File: src/rtl/better_neighbors_in_my_cluster.sv
// Better-neighbors-in-my-cluster routing stage.
// Scans the shared neighbor table, lists every neighbor in our own cluster
// whose Q-value is strictly below mybest, writes the list and its length
// back to memory, and reports the single best such neighbor.
// Memory reads are registered: data_in is valid one cycle after address is
// presented, so each read state spends one cycle presenting the address
// (phase 0) and one cycle consuming the data (phase 1).
module better_neighbors_in_my_cluster #(
  parameter int          WORD_WIDTH  = 16,
  parameter logic [15:0] NEIGH_BASE  = 16'h0048,
  parameter logic [15:0] CLUS_BASE   = 16'h00C8,
  parameter logic [15:0] QVAL_BASE   = 16'h01C8,
  parameter logic [15:0] BETTER_BASE = 16'h0668,
  parameter logic [15:0] NCOUNT_ADDR = 16'h068A,
  parameter logic [15:0] BCOUNT_ADDR = 16'h068C,
  parameter logic [15:0] SCOUNT_BASE = 16'h068E,
  parameter int          MAX_BETTER  = 16
) (
  input  logic                  clock,
  input  logic                  nrst,
  input  logic                  en,
  input  logic                  start,
  output logic [WORD_WIDTH-1:0] address,
  output logic                  wr_en,
  input  logic [WORD_WIDTH-1:0] data_in,
  input  logic [WORD_WIDTH-1:0] MY_CLUSTER_ID,
  input  logic [WORD_WIDTH-1:0] mybest,
  output logic [WORD_WIDTH-1:0] besthop,
  output logic [WORD_WIDTH-1:0] bestvalue,
  output logic [WORD_WIDTH-1:0] bestneighborID,
  output logic [WORD_WIDTH-1:0] nextsinks,
  output logic [WORD_WIDTH-1:0] data_out,
  output logic                  done
);

  typedef enum logic [3:0] {
    S_IDLE   = 4'd0,
    S_RD_N   = 4'd1,
    S_RD_C   = 4'd2,
    S_RD_Q   = 4'd3,
    S_RD_ID  = 4'd4,
    S_WR_BN  = 4'd5,
    S_RD_S   = 4'd6,
    S_NEXT   = 4'd7,
    S_WR_CNT = 4'd8,
    S_DONE   = 4'd9
  } state_e;

  localparam logic [4:0] MAX_K   = 5'(MAX_BETTER);
  localparam logic [6:0] IDX_CAP = 7'd64;

  // Byte address of word idx in a table starting at base.
  function automatic logic [15:0] word_addr(input logic [15:0] base, input logic [15:0] idx);
    return base + {idx[14:0], 1'b0};
  endfunction

  state_e      state_q, state_d;
  logic        phase_q, phase_d;
  logic [15:0] addr_q, addr_d;
  logic        wr_q, wr_d;
  logic [15:0] dout_q, dout_d;
  logic [6:0]  idx_q, idx_d;
  logic [15:0] n_q, n_d;
  logic [4:0]  k_q, k_d;
  logic [15:0] qv_q, qv_d;
  logic        upd_q, upd_d;
  logic [15:0] bval_q, bval_d;
  logic [15:0] bhop_q, bhop_d;
  logic [15:0] bid_q, bid_d;
  logic [15:0] nsink_q, nsink_d;
  logic        done_q, done_d;

  logic [6:0]  idx_nxt_s;
  logic        last_s;
  logic [15:0] idx_w_s;

  assign idx_nxt_s = idx_q + 7'd1;
  assign last_s    = ({9'd0, idx_nxt_s} == n_q) || (idx_nxt_s == IDX_CAP);
  assign idx_w_s   = {9'd0, idx_q};

  // Next-state and next-output computation for the scan FSM.
  always_comb begin
    state_d = state_q;
    phase_d = phase_q;
    addr_d  = addr_q;
    wr_d    = 1'b0;
    dout_d  = dout_q;
    idx_d   = idx_q;
    n_d     = n_q;
    k_d     = k_q;
    qv_d    = qv_q;
    upd_d   = upd_q;
    bval_d  = bval_q;
    bhop_d  = bhop_q;
    bid_d   = bid_q;
    nsink_d = nsink_q;
    done_d  = done_q;
    case (state_q)
      S_IDLE: begin
        if (start && !done_q) begin
          state_d = S_RD_N;
          addr_d  = NCOUNT_ADDR;
          phase_d = 1'b0;
          bval_d  = mybest;
          idx_d   = 7'd0;
          k_d     = 5'd0;
        end else begin
          state_d = S_IDLE;
        end
      end
      S_RD_N: begin
        if (!phase_q) begin
          phase_d = 1'b1;
        end else begin
          phase_d = 1'b0;
          n_d     = data_in;
          if (data_in == 16'd0) begin
            state_d = S_WR_CNT;
            addr_d  = BCOUNT_ADDR;
            dout_d  = {11'd0, k_q};
            wr_d    = 1'b1;
          end else begin
            state_d = S_RD_C;
            addr_d  = word_addr(CLUS_BASE, 16'd0);
          end
        end
      end
      S_RD_C: begin
        if (!phase_q) begin
          phase_d = 1'b1;
        end else begin
          phase_d = 1'b0;
          if (data_in != MY_CLUSTER_ID) begin
            state_d = S_NEXT;
          end else begin
            state_d = S_RD_Q;
            addr_d  = word_addr(QVAL_BASE, idx_w_s);
          end
        end
      end
      S_RD_Q: begin
        if (!phase_q) begin
          phase_d = 1'b1;
        end else begin
          phase_d = 1'b0;
          qv_d    = data_in;
          if (data_in < mybest) begin
            state_d = S_RD_ID;
            addr_d  = word_addr(NEIGH_BASE, idx_w_s);
          end else begin
            state_d = S_NEXT;
          end
        end
      end
      S_RD_ID: begin
        if (!phase_q) begin
          phase_d = 1'b1;
        end else begin
          phase_d = 1'b0;
          // Strict compare keeps the earliest neighbor on ties.
          upd_d   = (qv_q < bval_q);
          if (qv_q < bval_q) begin
            bval_d = qv_q;
            bid_d  = data_in;
            bhop_d = idx_w_s;
          end else begin
            bval_d = bval_q;
          end
          if (k_q < MAX_K) begin
            state_d = S_WR_BN;
            addr_d  = word_addr(BETTER_BASE, {11'd0, k_q});
            dout_d  = data_in;
            wr_d    = 1'b1;
          end else if (qv_q < bval_q) begin
            state_d = S_RD_S;
            addr_d  = word_addr(SCOUNT_BASE, idx_w_s);
          end else begin
            state_d = S_NEXT;
          end
        end
      end
      S_WR_BN: begin
        k_d = k_q + 5'd1;
        if (upd_q) begin
          state_d = S_RD_S;
          addr_d  = word_addr(SCOUNT_BASE, idx_w_s);
        end else begin
          state_d = S_NEXT;
        end
      end
      S_RD_S: begin
        if (!phase_q) begin
          phase_d = 1'b1;
        end else begin
          phase_d = 1'b0;
          nsink_d = data_in;
          state_d = S_NEXT;
        end
      end
      S_NEXT: begin
        idx_d = idx_nxt_s;
        if (last_s) begin
          state_d = S_WR_CNT;
          addr_d  = BCOUNT_ADDR;
          dout_d  = {11'd0, k_q};
          wr_d    = 1'b1;
        end else begin
          state_d = S_RD_C;
          addr_d  = word_addr(CLUS_BASE, {9'd0, idx_nxt_s});
        end
      end
      S_WR_CNT: begin
        state_d = S_DONE;
        done_d  = 1'b1;
      end
      S_DONE: begin
        state_d = S_DONE;
      end
      default: begin
        state_d = S_IDLE;
      end
    endcase
  end

  // State and datapath registers; en=0 freezes everything in place.
  always_ff @(posedge clock or negedge nrst) begin
    if (!nrst) begin
      state_q <= S_IDLE;
      phase_q <= 1'b0;
      addr_q  <= 16'd0;
      wr_q    <= 1'b0;
      dout_q  <= 16'd0;
      idx_q   <= 7'd0;
      n_q     <= 16'd0;
      k_q     <= 5'd0;
      qv_q    <= 16'd0;
      upd_q   <= 1'b0;
      bval_q  <= 16'd0;
      bhop_q  <= 16'd0;
      bid_q   <= 16'd0;
      nsink_q <= 16'd0;
      done_q  <= 1'b0;
    end else if (en) begin
      state_q <= state_d;
      phase_q <= phase_d;
      addr_q  <= addr_d;
      wr_q    <= wr_d;
      dout_q  <= dout_d;
      idx_q   <= idx_d;
      n_q     <= n_d;
      k_q     <= k_d;
      qv_q    <= qv_d;
      upd_q   <= upd_d;
      bval_q  <= bval_d;
      bhop_q  <= bhop_d;
      bid_q   <= bid_d;
      nsink_q <= nsink_d;
      done_q  <= done_d;
    end
  end

  // A pending write stays armed while paused and fires once en returns.
  assign wr_en          = wr_q & en;
  assign address        = addr_q;
  assign data_out       = dout_q;
  assign besthop        = bhop_q;
  assign bestvalue      = bval_q;
  assign bestneighborID = bid_q;
  assign nextsinks      = nsink_q;
  assign done           = done_q;

endmodule

File: config.mk
export PLATFORM = sky130hd
export DESIGN_NAME = better_neighbors_in_my_cluster
export DESIGN_NICKNAME = d
export VERILOG_FILES = /design/src/rtl/better_neighbors_in_my_cluster.sv
export SDC_FILE = /design/constraint.sdc
export NUM_CORES = 1
export LEC_CHECK = 0
export BUFFER_PORTS_ARGS = -buffer_cell sky130_fd_sc_hd__buf_2
export CORE_UTILIZATION = 56
export DETAILED_ROUTE_END_ITERATION = 16
export GPL_ROUTABILITY_DRIVEN = 1
export PLACE_DENSITY = 0.81
export SETUP_SLACK_MARGIN = 0.3
export SLEW_MARGIN = 10
export SYNTH_ARGS = -nofsm -noshare
export SYNTH_HDL_FRONTEND = slang
export SYNTH_SLANG_ARGS = --single-unit
File: constraint.sdc
create_clock -name clock -period 2.8 [get_ports clock]
set_input_delay 0.42 -clock clock [delete_from_list [all_inputs] [get_ports clock]]
set_output_delay 0.42 -clock clock [all_outputs]
set_load 0.02 [all_outputs]
==> flow_summary.yaml <==
sta:
  hold_ws_ns: 0.00539
  rsz0062_at_grt: "yes"
  hold_violations: 0
  achievable-frequency_mhz: 389
  tightestPinTransition_ns: 0.741
  final.period_utilization: 0.917
  slew_headroom: 0.494
  totalNegativeSetupSlack_ns: 0
  worst_clock_skew_ns: 0.0156
  final-max-slew-violation-count: 0
  final.min_clock_period_ns: 2.57
  setup_violations: 0
placement:
  placed_cells_incl_taps: 1109
  detailed_place_hpwl_um: 16400
  gp_routability_congestion: 0.912
  placement.io_buffers: 134
yosys:
  synth_cells: 782
  yosys-top-cells-area: "sky130_fd_sc_hd__dfrtp_1, sky130_fd_sc_hd__mux2_2, sky130_fd_sc_hd__ha_1"
  postSynth.topFlopCell: "sky130_fd_sc_hd__dfrtp_1"
  synth-seq-area-share: 0.422
  number_of_enable_flip_flop_cells_after_synthesis: 0
  postSynthAreaPerCell_um2: 10.1
  yosys.area.top_type: "sky130_fd_sc_hd__dfrtp_1"
  ys_warnings: 0
  synth_area_um2: 7880
  yosys.cell_types.count: 73
  synth_top_area_frac: 0.422
  synthArstFlopShare: 1.00
  synth.ff_latch_count: 133
global_route:
  grt_max_degree: 73
  track_usage: 0.336
  first_global_vias: 6961
  gr-total-overflow: 0
  number_of_antenna_violations_at_the_first_check_in_global_routing: 0
  grt_first_pass_wirelength_um: 36800
cts:
  clk_path_buf_depth: 2
  cts_root_buf: "sky130_fd_sc_hd__clkbuf_16"
  cts_tree: "done"
  clk_pin_slew_worst_paths_ns: 0.07
  clock_latency_ns: 0.44
  h-tree-depth: 4
  number_of_buffers_inserted_during_clock_tree_synthesis: 17
  numClockSinks: 133
drt:
  vias: 7054
  drt_iter0_drc: 542
  detail_route.wirelength_um: 23900
  detail_route.drc_violations: 0
  detail_route.vias_per_cell: 6.09
  routed_wire_length_per_instance_um: 20.6
  antenna_violating_nets_post_route: 0
  drtPass1Iterations: 7
outcome:
  run_status: "completed"
finish:
  insertedDiodeCount: 0
  drive_gt1_frac: 0.377
  syn_to_final_growth_pct: 26.2
  final_nets: 1060
  finish.cell_count_without_fillers: 1159
min_path:
  hold_path_class: "in -> async"
setup_path:
  r2r_cells: 11
  worst_setup_path_start_kind: "flop"
  setup.worst_path.class: "reg -> reg"
  worstPathRequired_ns: 3.11
  critPathMaxFanout: 7
  setup.worst_path.end_class: "flop"
  cp_data_arrival_time_ns: 2.88
floorplan:
  starting_density: 0.583
  core_um2: 13500
  die_width_um: 121
  rows: 42
  dieHeight_um: 121
  design.portCount: 150
  floorplan.die_area_um2: 14600
pwr:
  power_per_cell_area_nw_per_um2: 1120
  power_leakage_uw: 0.00486
  max-vdd-ir-drop_v: 0.000601
run:
  maxCapViolations: 0
==> logic make-up (layout without fill, tap and decap cells) <==
kind of cell	Yosys count	after routing	share of synthesized area
adder cells (fa/ha/maj)	38	38	0.0603
flip-flops	133	133	0.422
AND/OR/NAND/NOR	203	203	0.124
buffers and inverters	110	297	0.0699
AO/OA/AOI/OAI	151	151	0.123
other	1	15	0.000476
multiplexers	109	109	0.154
XOR/XNOR	37	37	0.0457
==> through the flow <==
stage / worst slack, ns / power [µW] / area, µm² / util
6_report: 0.231 / 11200 / 9940 / 0.736
5_1_grt: 0.171 / 11800 / 9940 / 0.736
2_1_floorplan: 0.304 / 6750 / 7950 / -
3_5_place_dp: -0.129 / 8410 / 8970 / 0.664
3_3_place_gp: -0.0277 / 8230 / 8970 / 0.664
4_1_cts: 0.241 / 10800 / 9710 / 0.719
==> state kept, by name, summed over array words and instances, names as in the netlist <==
register and cells:
bestneighborID 16, bestvalue 16, data_out 16, n_q 16, nextsinks 16, qv_q 16, address 10, besthop 7
idx_q 7, k_q 5, state_q 4, done 1, phase_q 1, upd_q 1, wr_q 1
==> metal layers <==
metal / global-route usage / vias up / share of wire
met1: 0.412 / 3441 / 0.38
met3: 0.0807 / 86 / 0.088
met2: 0.552 / 396 / 0.48
met5: 0 / - / 0
met4: 0.169 / 0 / 0.047
li1: - / 3131 / -
==> critical path: stages (launching register included) <==
cell and delay (ns):
sky130_fd_sc_hd__dfrtp_2 0.45, sky130_fd_sc_hd__buf_6 0.14, sky130_fd_sc_hd__and3_4 0.19, sky130_fd_sc_hd__xnor2_4 0.17
sky130_fd_sc_hd__ha_2 0.22, sky130_fd_sc_hd__nand2_4 0.08, sky130_fd_sc_hd__a2111oi_4 0.34, sky130_fd_sc_hd__nor3_4 0.08
sky130_fd_sc_hd__nand2_1 0.11, sky130_fd_sc_hd__o21a_2 0.21, sky130_fd_sc_hd__buf_12 0.15, sky130_fd_sc_hd__mux2_4 0.30
==> cell type report <==
type,instances,area [µm²]
Sequential cell,133,3330
Inverter,54,203
Clock buffer,17,425
Clock inverter,15,136
Fill cell,886,3560
Tap cell,176,220
Multi-Input combinational cell,553,4290
Timing Repair Buffer,211,1330
==> final timing paths <==
kind	end	slack (ns)	startpoint
worst max-delay path	data_out[0]	0.23	idx_q[1]
worst min-delay path	n_q[10]	0.005	nrst
worst max register to register	data_out[0]	0.23	idx_q[1]
worst min register to register	wr_q	0.50	wr_q
max in group asynchronous	nextsinks[6]	2.09	nrst
min in group clock	qv_q[9]	0.30	data_in[9]
==> report_power, final <==
| group | switching [µW] | total (µW) | internal [µW] |
|---|---|---|---|
| logic | 3130 | 5540 | 2410 |
| clock network | 977 | 2150 | 1170 |
| registers | 709 | 3480 | 2770 |
| total | 4820 | 11200 | 6350 |
==> timing repair <==
| item | 4_1_cts | 5_1_grt |
|---|---|---|
| pin swaps | 8 | 15 |
| resized for setup | 24 | 43 |
| setup buffers | 10 | 7 |
| cloned | 1 | 0 |
| setup endpoints to repair | 34 | 59 |
| hold buffers | 0 | 0 |
==> layout by cell type (no fill, tap or decap), types with 4 or more instances in the layout <==
master	n
sky130_fd_sc_hd__a211oi_1	5
sky130_fd_sc_hd__a21oi_1	42
sky130_fd_sc_hd__a31oi_1	12
sky130_fd_sc_hd__and2_1	7
sky130_fd_sc_hd__buf_2	133
sky130_fd_sc_hd__buf_4	65
sky130_fd_sc_hd__buf_6	8
sky130_fd_sc_hd__clkbuf_16	17
sky130_fd_sc_hd__conb_1	15
sky130_fd_sc_hd__dfrtp_1	129
sky130_fd_sc_hd__dfrtp_2	4
sky130_fd_sc_hd__ha_1	35
sky130_fd_sc_hd__inv_1	52
sky130_fd_sc_hd__inv_6	4
sky130_fd_sc_hd__inv_8	5
sky130_fd_sc_hd__mux2_2	72
sky130_fd_sc_hd__mux2_4	10
sky130_fd_sc_hd__mux2i_1	25
sky130_fd_sc_hd__nand2_1	69
sky130_fd_sc_hd__nand2b_1	10
sky130_fd_sc_hd__nand3_1	8
sky130_fd_sc_hd__nand4_1	7
sky130_fd_sc_hd__nor2_1	53
sky130_fd_sc_hd__nor2b_1	4
sky130_fd_sc_hd__nor3_1	10
sky130_fd_sc_hd__nor4_1	10
sky130_fd_sc_hd__o21a_1	4
sky130_fd_sc_hd__o21ai_0	29
sky130_fd_sc_hd__o22ai_1	5
sky130_fd_sc_hd__o31ai_1	4
sky130_fd_sc_hd__xnor2_1	11
sky130_fd_sc_hd__xor2_1	22
==> Yosys cell counts (13+ instances only) <==
library cell                 n
sky130_fd_sc_hd__nor2_1     53
sky130_fd_sc_hd__dfrtp_1   133
sky130_fd_sc_hd__clkbuf_1   19
sky130_fd_sc_hd__mux2_2     77
sky130_fd_sc_hd__o21ai_0    32
sky130_fd_sc_hd__ha_1       38
sky130_fd_sc_hd__nand2_1    70
sky130_fd_sc_hd__mux2i_1    27
sky130_fd_sc_hd__a31oi_1    13
sky130_fd_sc_hd__a21oi_1    45
sky130_fd_sc_hd__inv_1      54
sky130_fd_sc_hd__buf_2      13
sky130_fd_sc_hd__xor2_1     22
sky130_fd_sc_hd__buf_4      16
sky130_fd_sc_hd__xnor2_1    13
Note: power is estimated with default switching activity, not from simulation.
